==> config.mk <==
export PLATFORM = sky130hd
export DESIGN_NAME = pwm_capture
export DESIGN_NICKNAME = d
export VERILOG_FILES = /design/src/rtl/pwm_pkg.sv /design/src/rtl/pwm_sync_edge.sv /design/src/rtl/pwm_capture.sv
export SDC_FILE = /design/constraint.sdc
export NUM_CORES = 1
export LEC_CHECK = 0
export CAP_MARGIN = 20
export CELL_PAD_IN_SITES_DETAIL_PLACEMENT = 0
export CELL_PAD_IN_SITES_GLOBAL_PLACEMENT = 1
export CORE_UTILIZATION = 46
export DETAILED_ROUTE_END_ITERATION = 16
export DONT_BUFFER_PORTS = 1
export PLACE_DENSITY_LB_ADDON = 0.1
export SKIP_LAST_GASP = 1
export SLEW_MARGIN = 0
export SYNTH_ARGS = -nofsm -noshare
export SYNTH_HDL_FRONTEND = slang
export SYNTH_HIERARCHICAL = 1
export SYNTH_SLANG_ARGS = --single-unit
export TNS_END_PERCENT = 1
==> constraint.sdc <==
create_clock -name clk -period 2.56 [get_ports clk]
set_clock_uncertainty 0.1 [all_clocks]
set_input_delay 0.384 -clock clk [delete_from_list [all_inputs] [get_ports clk]]
set_output_delay 0.384 -clock clk [all_outputs]
set_load 0.01 [all_outputs]
==> src/rtl/pwm_pkg.sv <==
// Shared types and constants for the PWM capture block: FSM state encoding,
// default parameter values and the saturation limit of the measurement counters.
`timescale 1ns/1ps
package pwm_pkg;

    typedef enum logic [1:0] {
        IDLE = 2'd0,
        HIGH = 2'd1,
        LOW  = 2'd2
    } pwm_state_e;

    localparam int unsigned WIDTH_DEFAULT    = 8;
    localparam int unsigned SYNC_DEP_DEFAULT = 2;

    // Largest value of a WIDTH+1 bit measurement counter.
    function automatic logic [31:0] cnt_max(input int unsigned width);
        cnt_max = (32'd1 << (width + 32'd1)) - 32'd1;
    endfunction

endpackage

==> src/rtl/pwm_sync_edge.sv <==
// Brings the asynchronous PWM pin into the clk domain and derives single-cycle
// rise/fall pulses from the synchronized level.
`timescale 1ns/1ps
module pwm_sync_edge
    import pwm_pkg::*;
#(
    parameter int unsigned SYNC_DEP = SYNC_DEP_DEFAULT  // must be at least 2
) (
    input  logic clk,
    input  logic rst,
    input  logic pwm_in,
    output logic s_in,
    output logic rise,
    output logic fall,
    output logic primed
);

    logic [SYNC_DEP-1:0] sync_r;
    logic [SYNC_DEP-1:0] primed_r;
    logic                s_prev_r;

    // Synchronizer chain, previous-level register and pipeline-fill tracker.
    always_ff @(posedge clk) begin
        if (rst) begin
            sync_r   <= {SYNC_DEP{1'b0}};
            primed_r <= {SYNC_DEP{1'b0}};
            s_prev_r <= 1'b0;
        end else begin
            sync_r   <= {sync_r[SYNC_DEP-2:0], pwm_in};
            primed_r <= {primed_r[SYNC_DEP-2:0], 1'b1};
            s_prev_r <= sync_r[SYNC_DEP-1];
        end
    end

    // primed goes high once the chain holds real pin samples rather than the
    // cleared reset value, so a pin high at reset release is not mistaken for a low.
    assign s_in   = sync_r[SYNC_DEP-1];
    assign rise   = sync_r[SYNC_DEP-1] & ~s_prev_r;
    assign fall   = ~sync_r[SYNC_DEP-1] & s_prev_r;
    assign primed = primed_r[SYNC_DEP-1];

endmodule

==> src/rtl/pwm_capture.sv <==
// Measures period and high time of a PWM input in clk cycles, strobes each
// completed measurement and flags a pin stuck high or low.
`timescale 1ns/1ps
module pwm_capture
    import pwm_pkg::*;
#(
    parameter int unsigned WIDTH    = WIDTH_DEFAULT,
    parameter int unsigned SYNC_DEP = SYNC_DEP_DEFAULT
) (
    input  logic           clk,
    input  logic           rst,
    input  logic           pwm_in,
    output logic [WIDTH:0] period_meas,
    output logic [WIDTH:0] duty_meas,
    output logic           meas_valid,
    output logic           stuck_hi,
    output logic           stuck_lo
);

    localparam int unsigned    CW      = WIDTH + 1;
    localparam logic [CW-1:0]  CNT_MAX = CW'(cnt_max(WIDTH));
    localparam logic [CW-1:0]  CNT_ONE = {{(CW-1){1'b0}}, 1'b1};

    logic          s_in_s;
    logic          rise_s;
    logic          fall_s;
    logic          primed_s;
    logic          cnt_sat_s;

    pwm_state_e    state_r;
    pwm_state_e    state_nxt_s;
    logic [CW-1:0] cnt_r;
    logic [CW-1:0] hi_lat_r;
    logic [CW-1:0] hi_lat_nxt_s;
    logic          seen_low_r;
    logic          seen_low_nxt_s;
    logic [CW-1:0] period_nxt_s;
    logic [CW-1:0] duty_nxt_s;
    logic          valid_nxt_s;
    logic          stuck_hi_nxt_s;
    logic          stuck_lo_nxt_s;

    pwm_sync_edge #(
        .SYNC_DEP (SYNC_DEP)
    ) u_sync_edge (
        .clk    (clk),
        .rst    (rst),
        .pwm_in (pwm_in),
        .s_in   (s_in_s),
        .rise   (rise_s),
        .fall   (fall_s),
        .primed (primed_s)
    );

    assign cnt_sat_s = (cnt_r == CNT_MAX);

    // Cycle counter: reloads on every rise so its value at a rise is the full period.
    always_ff @(posedge clk) begin
        if (rst) begin
            cnt_r <= {CW{1'b0}};
        end else if (rise_s) begin
            cnt_r <= CNT_ONE;
        end else if (!cnt_sat_s) begin
            cnt_r <= cnt_r + CNT_ONE;
        end else begin
            cnt_r <= cnt_r;
        end
    end

    // Next-state and next-output logic; an edge always takes priority over a timeout.
    always_comb begin
        state_nxt_s    = state_r;
        seen_low_nxt_s = seen_low_r;
        hi_lat_nxt_s   = hi_lat_r;
        period_nxt_s   = period_meas;
        duty_nxt_s     = duty_meas;
        valid_nxt_s    = 1'b0;
        stuck_hi_nxt_s = stuck_hi;
        stuck_lo_nxt_s = stuck_lo;

        case (state_r)
            IDLE: begin
                if (rise_s && seen_low_r) begin
                    state_nxt_s = HIGH;
                end else if (primed_s && !s_in_s) begin
                    seen_low_nxt_s = 1'b1;
                end else begin
                    state_nxt_s = IDLE;
                end
            end
            HIGH: begin
                if (fall_s) begin
                    hi_lat_nxt_s = cnt_r;
                    state_nxt_s  = LOW;
                end else if (cnt_sat_s) begin
                    stuck_hi_nxt_s = 1'b1;
                    stuck_lo_nxt_s = 1'b0;
                    seen_low_nxt_s = 1'b0;
                    state_nxt_s    = IDLE;
                end else begin
                    state_nxt_s = HIGH;
                end
            end
            LOW: begin
                if (rise_s) begin
                    period_nxt_s   = cnt_r;
                    duty_nxt_s     = hi_lat_r;
                    valid_nxt_s    = 1'b1;
                    stuck_hi_nxt_s = 1'b0;
                    stuck_lo_nxt_s = 1'b0;
                    state_nxt_s    = HIGH;
                end else if (cnt_sat_s) begin
                    stuck_lo_nxt_s = 1'b1;
                    stuck_hi_nxt_s = 1'b0;
                    seen_low_nxt_s = 1'b0;
                    state_nxt_s    = IDLE;
                end else begin
                    state_nxt_s = LOW;
                end
            end
            default: begin
                seen_low_nxt_s = 1'b0;
                state_nxt_s    = IDLE;
            end
        endcase
    end

    // State, latched high time and registered outputs.
    always_ff @(posedge clk) begin
        if (rst) begin
            state_r     <= IDLE;
            seen_low_r  <= 1'b0;
            hi_lat_r    <= {CW{1'b0}};
            period_meas <= {CW{1'b0}};
            duty_meas   <= {CW{1'b0}};
            meas_valid  <= 1'b0;
            stuck_hi    <= 1'b0;
            stuck_lo    <= 1'b0;
        end else begin
            state_r     <= state_nxt_s;
            seen_low_r  <= seen_low_nxt_s;
            hi_lat_r    <= hi_lat_nxt_s;
            period_meas <= period_nxt_s;
            duty_meas   <= duty_nxt_s;
            meas_valid  <= valid_nxt_s;
            stuck_hi    <= stuck_hi_nxt_s;
            stuck_lo    <= stuck_lo_nxt_s;
        end
    end

endmodule

==> qor.csv, run 1 <==
metric,value,unit
status,"complete, no violations",
crit-path cells,ha_1 -> nand2_1 -> nor3_1 -> ha_1 -> or3b_1 -> a21boi_1 -> mux2_4,
Port-buffer cells,0,
DR iter-0 viols,73,
Inserted Clock Buffers,5,
core area,3800,µm²
pwr dens,689,nW/µm²
period utilization,0.879,
post-DP HPWL,2520,µm
Sequential Power Share,0.531,
Fillers,383,
WL per Instance,13.7,µm
Synth top area share,0.495,
# diodes,0,
Final Hold Fails,0,
drc violations,0,
DR pass1 iterations,4,
starting density of the core,0.500,
H-tree Lvls,2,
CP Launch Type,flop,
Cells after Synth,220,
Leak,0.000712,µW
cell taking the most area after synthesis,dfxtp_1,
area delta synth->final,7.77,%
"Setup violations, final",0,
Die ar.,4390,µm²
switching fraction of total power,0.188,
Std-Cell Rows,22,
Worst-Margin Slew,643,ps
CP startpoint,cnt_r[0],
Mapped Nets,230,
routed vias,1430,
Max-slew headroom,0.570,
Max-Cap Viols,0,
NetSw,266,µW
Layout Nets,227,
Setup CP Type,reg -> reg,
Max rail drop VDD,0.000459,V
GRT Total Usage,0.193,
vias per cell,5.38,
clock power share,0.448,
post-cts resize count,0,
flop2flop setup slack,310,ps
gpl congestion,0.787,
Internal,1140,µW
worst setup path endpoint,stuck_hi,
initial antenna violation count,0,
clock tree buffer depth,2,
WHS,38.5,ps
slowest library cell on the worst path,dfxtp_1,
"Clk Latency, worst-skew pair",300,ps
Root Driver,clkbuf_8,
RSZ-0062 raised after global routing,false,
CP max stage delay,450,ps
Yosys cell types,39,
Total Routed Length,3630,µm
#FFs+latches synth,47,
Sink Count,47,
Setup Total Neg Slack,0,ps
CTS tree,built,
Top Ports,24,
vias in the first global route,1370,
"Seq/Total Area, Yosys",0.495,
total power,1410,µW
Most common cell on crit path,ha_1,
YS warnings,6,
Pins Over Slew Limit,0,
pin count of the biggest net entering global routing,44,
critical path arrival,2340,ps
Hold Buf Count CTS,0,
Syn Area/Cell,8.63,µm²
CP Capture Type,flop,
worst min path class,in -> reg,
Combinational Power Share,0.021,
fin crit period,2250,ps
Routed Antenna Nets,0,
Clock transition at path regs,80,ps
"Setup Fix Bufs, Post-CTS",0,
Max Freq,0.444,GHz
Critical Path Fanout Max,6,
Crit Reg-Reg Startpoint,cnt_r[0],
chip width,66.3,µm
r2r worst-path depth,7,
ratio of cells with drive above 1 in the final layout,0.0596,
critical path required time,2650,ps
reg2reg end,stuck_hi,
Synth Cell Area,1900,µm²
Die Height,66.3,µm
synth top area cells,"dfxtp_1 (50%), nand2_1 (12%), a21oi_1 (8.7%), ha_1 (4.6%), nor2b_1 (3.0%)",
Overflow after GRT,0,
first-pass GRT wire length,6370,µm
[cell families after synthesis]
| group | count (synthesis) | share of synthesized area |
|---|---|---|
| buffers and inverters | 17 | 0.0415 |
| AO/OA/AOI/OAI | 44 | 0.134 |
| multiplexers | 4 | 0.0237 |
| adder cells (fa/ha/maj) | 7 | 0.0461 |
| flip-flops | 47 | 0.495 |
| AND/OR/NAND/NOR | 97 | 0.240 |
| XOR/XNOR | 4 | 0.0184 |
[sequential cells by signal (all words and copies together) (netlist names)]
signal and cells:
stuck_lo 1, period_meas 9, state_r 2, seen_low_r 1
u_sync_edge/s_prev_r 1, stuck_hi 1, u_sync_edge/sync_r 2, hi_lat_r 9
duty_meas 9, meas_valid 1, cnt_r 9, u_sync_edge/primed_r 2
[how the worst min path moves through the flow]
stage	start	to	slack [ps]	depth (start not counted)
after detailed placement	u_sync_edge/sync_r[0]	u_sync_edge/sync_r[1]	340	1
final	rst	u_sync_edge/primed_r[0]	40	1
after CTS	rst	period_meas[2]	30	1
after floorplan	u_sync_edge/primed_r[0]	u_sync_edge/primed_r[1]	310	1
after global routing	rst	period_meas[3]	20	1
after global placement	u_sync_edge/sync_r[0]	u_sync_edge/sync_r[1]	320	1
[metal layers]
layer	wire length [µm]	up-vias	track usage
met5	0	-	0
met4	43	0	0.0559
met3	168	5	0.0621
met2	1600	30	0.306
met1	1820	669	0.250
li1	-	726	-
[Yosys cell counts (all sizes together)]
cell	instances
or3	1
clkbuf	5
buf	7
mux2	1
o31ai	2
o21ai	1
dfxtp	47
and3b	1
a21oi	33
nand4b	2
a211o	1
or3b	1
nor3b	1
nand2b	3
nor3	1
a221o	1
ha	7
nand2	61
a21o	1
a211oi	1
xor2	3
nor2b	9
mux2i	3
xnor2	1
nand3	2
o32ai	1
nor2	7
or4	2
a2111o	1
a2111oi	1
or2	1
and2	2
a21boi	1
inv	5
nand3b	3
[layout by cell type, fill, tap and decap left out, drive strengths merged, types with 2 or more instances in the layout]
master	synthesis	final
or4	2	2
dfxtp	47	47
o31ai	2	2
nand2	61	61
nand3	2	2
clkbuf	5	6
nand3b	3	3
nor2	7	7
a21oi	33	33
nand4b	2	2
buf	7	2
nor2b	9	9
mux2i	3	3
nand2b	3	3
bufinv	0	2
inv	5	5
ha	7	7
xor2	3	3
and2	2	2
[critical path, delay by kind of cell, from the launching register on]
kind                     cells  cell delay [ps]
AO/OA/AOI/OAI                1              300
adder cells (fa/ha/maj)      2              450
flip-flops                   1              450
multiplexers                 1              330
AND/OR/NAND/NOR              3              490
[power groups by stage]
stage	Clock, µW	Sequential (µW)	Combinational, µW
2_1_floorplan	0	764	33.9
3_3_place_gp	0	765	28.8
3_5_place_dp	0	766	29.8
4_1_cts	645	749	30.0
5_1_grt	691	751	33.3
6_report	631	749	29.6
[final cells by class]
class / count / area, µm² / share of cell area
Sequential cell: 47 / 941 / 0.460
Multi-Input combinational cell: 156 / 880 / 0.430
Clock buffer: 6 / 72.6 / 0.0355
Clock inverter: 2 / 60.1 / 0.0293
Tap cell: 48 / 60.1 / 0.0293
Inverter: 5 / 18.8 / 0.00917
Timing Repair Buffer: 2 / 15.0 / 0.00733
[through the flow]
| step | instances | utilization | instance area (µm²) | worst slack (ps) |
|---|---|---|---|---|
| finish | 266 | 0.539 | 2050 | 310 |
| global route | 266 | 0.539 | 2050 | 173 |
| CTS | 266 | 0.539 | 2050 | 320 |
| detailed placement | 258 | 0.504 | 1910 | 351 |
| global placement | 258 | 0.504 | 1910 | 475 |
| floorplan | 220 | - | 1900 | 448 |
Power figures use the tool's default switching activity.
==> run 2: changes to the inputs <==
Settings changed: CELL_PAD_IN_SITES_DETAIL_PLACEMENT 0 to unset, CELL_PAD_IN_SITES_GLOBAL_PLACEMENT 1 to unset, CORE_MARGIN set to 2, CORE_UTILIZATION 46 to 61, CTS_CLUSTER_DIAMETER set to 150, PLACE_DENSITY set to 0.77, PLACE_DENSITY_LB_ADDON 0.1 to unset.
==> run 2 against run 1 <==
Compared with the run above: combinational power is 46% higher; final cell count decreased by 5.3%; via count increased by 1.5%; critical path depth did not move.
==> qor.csv, run 2 (same netlist as run 1, synthesis figures left out) <==
metric,value,unit
critical path required time,2720,ps
gpl congestion,0.815,
RSZ-0062 raised after global routing,false,
Max-slew headroom,0.569,
flop2flop setup slack,290,ps
DR iter-0 viols,58,
Std-Cell Rows,20,
Layout Nets,228,
"most common cell after layout, fill and taps aside",nand2_1,
vias per cell,5.76,
critical path arrival,2430,ps
"Cell Count, Final, Fillers Out",252,
Max-Cap Viols,0,
pwr dens,629,nW/µm²
period utilization,0.886,
Total Routed Length,3540,µm
Final Hold Fails,0,
vias in the first global route,1288,
Top Ports,24,
Routed Antenna Nets,0,
Fillers,266,
Hold Path Origin,pwm_in,
placed insts,242,
WL per Instance,14.0,µm
Inserted Clock Buffers,5,
routed vias,1451,
drc violations,0,
Pins Over Slew Limit,0,
# diodes,0,
status,"complete, no violations",
Hold Buf Count CTS,1,
Max rail drop VDD,0.000372,V
total power,1260,µW
Root Driver,clkbuf_4,
CTS tree,built,
ratio of cells with drive above 1 in the final layout,0.0639,
Max Freq,0.441,GHz
worst min path class,in -> reg,
H-tree Lvls,2,
first-pass GRT wire length,5720,µm
Clock transition at path regs,140,ps
starting density of the core,0.633,
GRT Total Usage,0.216,
Leak,0.000704,µW
Die ar.,3580,µm²
Worst-Margin Slew,645,ps
CP Launch Type,flop,
"Setup Fix Bufs, Post-CTS",0,
Setup Total Neg Slack,0,ps
chip width,59.8,µm
CP Capture Type,flop,
Setup CP Type,reg -> reg,
Hold Path Depth,1,
Port-buffer cells,0,
"Setup violations, final",0,
r2r worst-path depth,7,
clock tree buffer depth,2,
DR pass1 iterations,4,
fin crit period,2270,ps
Overflow after GRT,0,
reg2reg end,stuck_hi,
"Clk Latency, worst-skew pair",370,ps
Die Height,59.8,µm
area delta synth->final,5.73,%
initial antenna violation count,0,
pin count of the biggest net entering global routing,37,
Critical Path Fanout Max,6,
Worst Hold End,u_sync_edge/sync_r[0],
post-DP HPWL,2350,µm
post-cts resize count,0,
Sink Count,47,
core area,3000,µm²
"commonest cells after routing, fill and taps aside","nand2_1 (61), dfxtp_1 (47), a21oi_1 (33)",
Crit Reg-Reg Startpoint,cnt_r[0],
[run 2: cell count changes in the layout (fill, tap and decap cells not counted), sizes merged]
cell and change:
bufinv -1, dlygate4sd3 +1, inv +1
[run 2: worst max-delay path: stages, from the launching register on]
cell and delay (ps):
dfxtp_1 470, ha_1 240, nand2_1 90, nor3_1 260
ha_1 220, or3b_1 140, a21boi_1 300, mux2_4 330
[run 2: worst max path at each step]
stage	from	end	slack, ps	depth (start not counted)
2_1_floorplan	cnt_r[0]	stuck_hi	450	8
3_3_place_gp	cnt_r[0]	stuck_hi	500	7
3_5_place_dp	cnt_r[0]	stuck_hi	350	7
4_1_cts	cnt_r[0]	stuck_hi	310	7
5_1_grt	cnt_r[0]	seen_low_r	40	8
6_report	cnt_r[0]	stuck_hi	290	7
[run 2: metrics by stage]
step	hold WS [ps]	instance area (µm²)	worst slack, ps	util
after floorplan	314	1900	448	-
after global placement	322	1890	497	0.629
after detailed placement	339	1890	351	0.629
after CTS	14.3	2000	309	0.665
after global routing	47.4	2010	35.1	0.669
final	66.0	2010	292	0.669
[run 2: report_power, final]
group / switching [µW] / total (µW) / internal, µW
Sequential: 10.0 / 751 / 741
Combinational: 24.4 / 43.2 / 18.8
Clock: 233 / 469 / 236
Total: 268 / 1260 / 995
[run 2: final cells by class]
| cell class | instances | area, µm² | area share |
|---|---|---|---|
| Sequential cell | 47 | 941 | 0.469 |
| Multi-Input combinational cell | 156 | 880 | 0.438 |
| Clock buffer | 6 | 51.3 | 0.0255 |
| Tap cell | 33 | 41.3 | 0.0206 |
| Clock inverter | 2 | 38.8 | 0.0193 |
| Timing Repair Buffer | 3 | 37.5 | 0.0187 |
| Inverter | 5 | 18.8 | 0.00935 |
[run 2: routing by layer]
layer | track usage | vias to the layer above | part of all wire
met5 | 0 | - | 0
met4 | 0.0952 | 0 | 0.021
met3 | 0.0498 | 8 | 0.065
met2 | 0.339 | 47 | 0.44
met1 | 0.284 | 667 | 0.47
li1 | - | 729 | -
